[config.mk]
export PLATFORM = sky130hd
export DESIGN_NAME = fairy_wb_stage
export DESIGN_NICKNAME = d
export VERILOG_FILES = /design/src/rtl/fairy_wb_stage.sv
export SDC_FILE = /design/constraint.sdc
export NUM_CORES = 1
export LEC_CHECK = 0
export ABC_CLOCK_PERIOD_IN_PS = 2440
export BUFFER_PORTS_ARGS = -buffer_cell sky130_fd_sc_hd__clkbuf_2
export CAP_MARGIN = 20
export CORE_AREA = 4 4 145 147
export CTS_BUF_LIST = sky130_fd_sc_hd__clkbuf_8
export DETAILED_ROUTE_END_ITERATION = 10
export DIE_AREA = 0 0 149 151
export PLACE_DENSITY = 0.78
export SETUP_SLACK_MARGIN = 0.05
export SLEW_MARGIN = 20
export SYNTH_ARGS = -nofsm -noshare
export SYNTH_HDL_FRONTEND = slang
export SYNTH_SLANG_ARGS = --single-unit
[constraint.sdc]
create_clock -name clk -period 2.44 [get_ports clk]
set_input_delay 0 -clock clk [delete_from_list [all_inputs] [get_ports clk]]
set_output_delay 0 -clock clk [all_outputs]
set_load 0.01 [all_outputs]
[src/rtl/fairy_wb_stage.sv]
// Write-back stage of the fairy pipeline: holds the retiring instruction in a
// stage register, commits GPR and HI/LO writes, raises precise exceptions and
// ERET, and counts retired instructions. One flush cycle follows every
// exception or ERET so that the upstream refill never retires wrong-path work.
module fairy_wb_stage #(
    parameter logic [31:0] EXC_VECTOR = 32'hBFC00380
) (
    input  logic        clk,
    input  logic        reset,
    input  logic [31:0] inst_i,
    input  logic [31:0] pc_i,
    input  logic [63:0] data_i,
    input  logic [4:0]  reg_waddr_i,
    input  logic        reg_we_i,
    input  logic [1:0]  hilo_we_i,
    input  logic        delayslot_i,
    input  logic        overflow_i,
    input  logic        unaligned_addr_i,
    input  logic        illegal_inst_i,
    input  logic [31:0] epc_i,
    output logic        rf_we_o,
    output logic [4:0]  rf_waddr_o,
    output logic [31:0] rf_wdata_o,
    output logic [31:0] hi_o,
    output logic [31:0] lo_o,
    output logic        exception_o,
    output logic        eret_o,
    output logic [4:0]  exc_code_o,
    output logic [31:0] exc_epc_o,
    output logic        exc_bd_o,
    output logic [31:0] redirect_pc_o,
    output logic [31:0] instret_o
);

    localparam logic [31:0] ERET_INST = 32'h42000018;
    localparam logic [4:0]  CODE_ADEL = 5'd4;
    localparam logic [4:0]  CODE_ADES = 5'd5;
    localparam logic [4:0]  CODE_RI   = 5'd10;
    localparam logic [4:0]  CODE_OV   = 5'd12;

    typedef enum logic {
        RUN   = 1'b0,
        FLUSH = 1'b1
    } state_t;

    state_t      state_reg;

    // Stage register fields
    logic [31:0] s_inst_reg;
    logic [31:0] s_pc_reg;
    logic [63:0] s_data_reg;
    logic [4:0]  s_waddr_reg;
    logic        s_we_reg;
    logic [1:0]  s_hilo_we_reg;
    logic        s_ds_reg;
    logic        s_ov_reg;
    logic        s_unal_reg;
    logic        s_ill_reg;

    logic [31:0] hi_reg;
    logic [31:0] lo_reg;
    logic [31:0] instret_reg;

    logic        in_run;
    logic        exc;
    logic        commit_ok;
    logic        squash;

    assign in_run    = (state_reg == RUN);
    assign exc       = s_ill_reg | s_ov_reg | s_unal_reg;
    // Anything architecturally visible only happens for a clean instruction in RUN
    assign commit_ok = in_run & ~exc;

    assign exception_o = exc & in_run;
    assign eret_o      = (s_inst_reg == ERET_INST) & commit_ok;
    // Whatever arrives while a redirect is pending or in progress is wrong-path
    assign squash      = (state_reg == FLUSH) | exception_o | eret_o;

    assign rf_we_o    = s_we_reg & (s_waddr_reg != 5'd0) & commit_ok;
    assign rf_waddr_o = s_waddr_reg;
    assign rf_wdata_o = s_data_reg[31:0];

    assign hi_o      = hi_reg;
    assign lo_o      = lo_reg;
    assign instret_o = instret_reg;

    // Exception cause and victim PC; all zero unless an exception is being taken
    always_comb begin
        exc_code_o = 5'd0;
        exc_epc_o  = 32'd0;
        exc_bd_o   = 1'b0;
        if (exception_o) begin
            if (s_ill_reg)
                exc_code_o = CODE_RI;
            else if (s_ov_reg)
                exc_code_o = CODE_OV;
            else
                exc_code_o = s_inst_reg[29] ? CODE_ADES : CODE_ADEL;
            // A delay-slot victim restarts at its branch
            exc_epc_o = s_ds_reg ? (s_pc_reg - 32'd4) : s_pc_reg;
            exc_bd_o  = s_ds_reg;
        end
    end

    // Fetch redirect target for exception entry or ERET return
    always_comb begin
        redirect_pc_o = 32'd0;
        if (exception_o)
            redirect_pc_o = EXC_VECTOR;
        else if (eret_o)
            redirect_pc_o = epc_i;
    end

    // Stage register: capture the incoming instruction or insert a bubble
    always_ff @(posedge clk) begin
        if (reset || squash) begin
            s_inst_reg    <= 32'd0;
            s_pc_reg      <= 32'd0;
            s_data_reg    <= 64'd0;
            s_waddr_reg   <= 5'd0;
            s_we_reg      <= 1'b0;
            s_hilo_we_reg <= 2'b00;
            s_ds_reg      <= 1'b0;
            s_ov_reg      <= 1'b0;
            s_unal_reg    <= 1'b0;
            s_ill_reg     <= 1'b0;
        end else begin
            s_inst_reg    <= inst_i;
            s_pc_reg      <= pc_i;
            s_data_reg    <= data_i;
            s_waddr_reg   <= reg_waddr_i;
            s_we_reg      <= reg_we_i;
            s_hilo_we_reg <= hilo_we_i;
            s_ds_reg      <= delayslot_i;
            s_ov_reg      <= overflow_i;
            s_unal_reg    <= unaligned_addr_i;
            s_ill_reg     <= illegal_inst_i;
        end
    end

    // RUN/FLUSH sequencing: a single flush cycle after each redirect
    always_ff @(posedge clk) begin
        if (reset) begin
            state_reg <= RUN;
        end else begin
            case (state_reg)
                RUN:     if (exception_o || eret_o) state_reg <= FLUSH;
                FLUSH:   state_reg <= RUN;
                default: state_reg <= RUN;
            endcase
        end
    end

    // HI/LO commit; both halves may be written on the same edge
    always_ff @(posedge clk) begin
        if (reset) begin
            hi_reg <= 32'd0;
            lo_reg <= 32'd0;
        end else begin
            if (commit_ok && s_hilo_we_reg[1])
                hi_reg <= s_data_reg[63:32];
            if (commit_ok && s_hilo_we_reg[0])
                lo_reg <= s_data_reg[31:0];
        end
    end

    // Retired-instruction counter; bubbles do not count, ERET does
    always_ff @(posedge clk) begin
        if (reset)
            instret_reg <= 32'd0;
        else if (commit_ok && (s_inst_reg != 32'd0))
            instret_reg <= instret_reg + 32'd1;
    end

endmodule

**After elaboration in Yosys (flattened, before gate mapping)**

Cells that the tools add are included.

- Register bits after elaboration: 237
- Bits of input ports: 174
- Output and inout bits: 206
- Logic and storage cells: 46

- Add/sub/neg operators: 2
- Eq/ne operators: 1
- Muxes and demuxes: 11
- Bitwise logic cells: 11
- Reductions and logical operators: 7

Operators by type and width:

| operator | count |
|---|---|
| $mux 32 | 4 |
| $add 32x1->32 const B | 1 |
| $eq 32x31->1 const B | 1 |
| $reduce_bool 32->1 | 1 |
| $sub 32x3->32 const B | 1 |
| $mux 4 | 2 |
| $and 1x1->1 | 5 |
| $mux 5 | 1 |
| $reduce_bool 5->1 | 1 |
| $or 1x1->1 | 4 |
| $logic_and 1x1->1 | 3 |
| $mux 1 | 3 |
| $logic_or 1x1->1 | 2 |
| $not 1->1 | 2 |
| $pmux 1 s2 | 1 |

**Longest topological paths before layout**

- Depth after elaboration: 8
- Mapped depth: 7
- Depth with buffers taken out: 7

**Least setup slack after synthesis**

Ideal clock, no wire load.

- Kind: register to register
- From: reg instret_reg[12], in the netlist instret_o[12]
- To: reg instret_reg[30], in the netlist instret_o[30]
- Library setup time: 70 ps
- Data arrival time: 1780 ps
- Required time: 2370 ps
- Slack: 589 ps
- Stages on the path, launching flop included: 7
- Path buffers: 1
- Clock period less this slack: 1851 ps
- Cell sequence: dfxtp_1 -> nand2_1 -> nor4_4 -> nand2_1 -> buf_2 -> or4_1 -> a21oi_1

- Cells in the longest elaborated chain, start to end: 1

RTL lines:

| what | RTL line | RTL |
|---|---|---|
| start: declaration | 62 | `logic [31:0] instret_reg;` |
| start signal: assignment | 172 | `instret_reg <= instret_reg + 32'd1;` |
| $add 32x1->32 | 172 |  |

No other way between the ends.
A chain may end at the register's enable or synchronous reset.

**Worst setup path in the final report**

- From: reg s_pc_reg[24]
- To: out exc_epc_o[31]

- Cells in the longest elaborated chain, start to end: 3

RTL lines:

| what | RTL line | RTL |
|---|---|---|
| start: declaration | 50 | `logic [31:0] s_pc_reg;` |
| start signal: assignment | 129 | `s_pc_reg <= pc_i;` |
| $sub 32x3->32 | 100 | `exc_epc_o = s_ds_reg ? (s_pc_reg - 32'd4) : s_pc_reg;` |
| $mux 32 | 100 |  |
| $mux 32 | 92 | `if (exception_o) begin` |
| end: declaration | 29 | `output logic [31:0] exc_epc_o,` |

No other way between the ends.

==> impl_metrics.py <==
metrics = {
    "run_status": {
        "status": "finished, violations left",
        "violations": "setup timing",
    },
    "drt": {
        "via_per_inst": 4.915,
        "route.met3.wl_mm": 2.306,
        "met2_length_mm": 15.21,
        "dr.max_layer_used": "met4",
        "drcViolationCount": 0,
        "routed_wl_mm": 29.76,
        "vias": 8856,
        "dr.pass1.iters": 4,
        "route.layer.met1.wl_mm": 10.65,
        "drt-initial-drc-count": 410,
        "routedWlPerCell_microns": 16.51,
        "antenna_left": 0,
    },
    "worst_setup_path": {
        "cp-start-kind": "flip-flop",
        "regToRegSetupSlack_ns": 0.33,
        "slowest_stage": "or4_1",
        "r2r-end": "instret_o[15]",
        "cp.depth": 6,
        "crit_required_ns": 2.44,
        "reg2reg_depth": 5,
        "slowest_delay_ns": 0.58,
        "critPathBufInv": 1,
        "crit_arrival_ns": 2.52,
        "reg2reg_from": "s_ov_reg",
        "crit_start": "s_pc_reg[24]",
        "crit_type": "reg2out",
        "crit_fanout": 6,
        "path_cells": "or4_1 -> nor3_2 -> nand2_2 -> nor4_2 -> mux2i_1 -> buf_2",
        "critical_path.top_delay_family": "simple AND/OR/NAND/NOR gates",
        "worstSetupEndpointType": "output pin",
        "crit_path_end": "exc_epc_o[31]",
    },
    "pwr": {
        "vdd_drop_max_mv": 0.5168,
        "p_sw_mw": 2.538,
        "power_frac_seq": 0.456,
        "powerDensity_mw_per_mm2": 702.0,
        "comb_power_share": 0.165,
        "p_leak_nw": 5.995,
        "pwr-share-clk": 0.378,
        "p_int_mw": 6.874,
        "p_sw_frac": 0.2696,
    },
    "synth": {
        "syn_area_sq_mm": 0.008930,
        "synthFlopType": "dfxtp_1",
        "yosysSeqAreaShare": 0.5313,
        "synth.most_common_cell": "dfxtp_1",
        "ys_types": 47,
        "netlist.top_cell.by_area": "dfxtp_1",
        "synth_warnings": 0,
        "yosys_register_bits": 237,
        "synth_common_cells": "237 x dfxtp_1, 173 x nand2_1, 163 x and2_1",
        "synth.top_cells.by_area": "dfxtp_1 53%, and2_1 11%, nand2_1 7.3%",
        "syn_avg_cell_area_sq_um": 8.966,
        "postSynth.asyncResetShare": 0,
        "synth_fp_nets": 1172,
        "synth_top_cell_area_share": 0.5313,
        "synth-edff-count": 0,
        "synthCells": 996,
    },
    "clock_tree": {
        "clk_latency_ns": 0.53,
        "root_buffer": "clkbuf_8",
        "cts_sinks": 237,
        "clockBufferDepth": 3,
        "htree_levels": 2,
        "cts_tree": "done",
        "clk_pin_slew_ns": 0.06,
        "cts_buffers": 40,
    },
    "placed_design": {
        "port_buffers": 378,
        "place.gp.congestion": 0.8872,
        "dp_hpwl_mm": 18.23,
    },
    "timing": {
        "max_slew.worst_pin.slew_ns": 0.5964,
        "timing_hold_violations_final": 0,
        "finClkSkew_ns": 0.02843,
        "fmax_mhz": 396.7,
        "finalCritPeriodShare": 1.033,
        "max_slew_margin": 0.6024,
        "report.final.setup_viol": 2,
        "fin_ws_ns": -0.08072,
        "rsz0062_at_grt": "true",
        "fin_crit_ns": 2.521,
        "report.final.slew_viol_count": 0,
        "whs_ns": 0.05473,
    },
    "global_route": {
        "antenna_found_initial": 5,
        "grt_pass1_vias": 9073,
        "grt-ovfl-total": 0,
        "grt_max_degree": 141,
        "grt_pass1_wl_mm": 44.35,
        "grt.total_usage": 0.2440,
    },
    "layout": {
        "largest_reg_flops": 64,
        "drive_above_1_share": 0.3355,
        "syn2layout_area_growth_pct": 50.13,
        "utilization": 0.6734,
        "nets": 1676,
    },
    "floorplan": {
        "initial_core_util": 0.4485,
        "num_rows": 52,
        "fp.dieH_microns": 151,
        "design.die.area_sq_mm": 0.02250,
        "ios": 380,
        "coreArea_sq_mm": 0.01991,
        "die_x_microns": 149,
    },
    "hold_path": {
        "hp-class": "in2reg",
    },
    "run": {
        "maxCapViolCount": 0,
    },
}
[cell type report]
type,instances,area [sq um]
multi-input cells,663,3842
fillers,1461,6502
well taps,270,337.8
clock buffers,52,715.7
flip-flops and latches,237,4751
inverters,8,30.03
diodes,6,15.01
repair buffers,550,3618
clock inverters,16,96.34
[layout by cell type (no fill, tap or decap), types with 3 or more instances in the layout]
cell type / n
nand4_1: 11
or4_1: 10
nor3_4: 5
nand3_2: 3
diode_2: 6
nor4_4: 3
nor4_1: 8
buf_4: 25
buf_12: 4
xor2_1: 22
and3_1: 4
o31ai_1: 8
buf_2: 10
a21oi_1: 88
or3_1: 17
dfxtp_2: 5
or4_4: 3
dlygate4sd3_1: 140
and2_1: 165
o2111ai_1: 4
o211ai_1: 3
clkbuf_2: 367
dfxtp_1: 232
nor4_2: 7
clkbuf_8: 52
nor3_1: 7
o21ai_0: 18
nand3_1: 13
xnor2_1: 11
inv_1: 19
nand2_1: 171
nor2_1: 49
[how the worst min path moves through the flow]
| stage | from | endpoint | slack [ns] | cells after the start |
|---|---|---|---|---|
| final | reset | hi_o[6] | 0.05 | 3 |
| after global routing | reset | hi_o[10] | 0.07 | 3 |
| after CTS | reset | instret_o[9] | 0.04 | 3 |
| after detailed placement | pc_i[9] | s_pc_reg[9] | 0.20 | 2 |
| after global placement | data_i[29] | s_data_reg[29] | 0.20 | 2 |
| after floorplan | epc_i[22] | redirect_pc_o[22] | 0.12 | 2 |
[repair_timing]
action | in CTS | in global routing
hold endpoints to repair | 140 | 0
resized for setup | 9 | 39
setup endpoints to repair | 12 | 50
pin swaps | 3 | 11
hold buffers | 140 | 0
setup buffers | 7 | 3
gates cloned | 0 | 1
[power groups by stage]
stage	logic, mW	clock network, mW	registers [mW]
after floorplan	0.755	0	4.33
after CTS	1.44	3.61	4.27
after detailed placement	1.21	0	4.35
after global routing	1.69	3.79	4.31
final	1.56	3.56	4.30
after global placement	1.19	0	4.34
[per-stage QoR]
step                      area (sq um)  total power, mW  instances  setup WS, ns  TNS, ns
final                            13410            9.412       1802      -0.08072  -0.1470
after global routing             13400            9.794       1801       -0.1643  -0.8359
after CTS                        13210            9.321       1792       0.01876        0
after detailed placement         10910            5.560       1577        0.3605        0
after global placement           10910            5.531       1577        0.4202        0
after floorplan                   8930            5.082        996        0.5891        0
[kinds of logic after synthesis]
family          count (synthesis)  synth area share
simple gates                  497            0.2968
flops                         237            0.5313
compound gates                127           0.07791
buf+inv                        96           0.05492
xor+xnor                       33           0.03237
mux                             3          0.003503
fa+ha+maj                       2          0.002802
other cells                     1         0.0004199
[worst reg2reg max path, delay by kind of cell, from the launching register on]
family / cells / cell delay, ns
and+or+nand+nor: 3 / 1.36
AOI/OAI and AO/OA: 2 / 0.35
DFF: 1 / 0.34
[metal layers]
metal,up-vias,track usage
li1,4262,-
met1,4056,0.2492
met2,427,0.4487
met3,111,0.06613
met4,0,0.1387
met5,-,0
(Power assumes the default switching activity.)
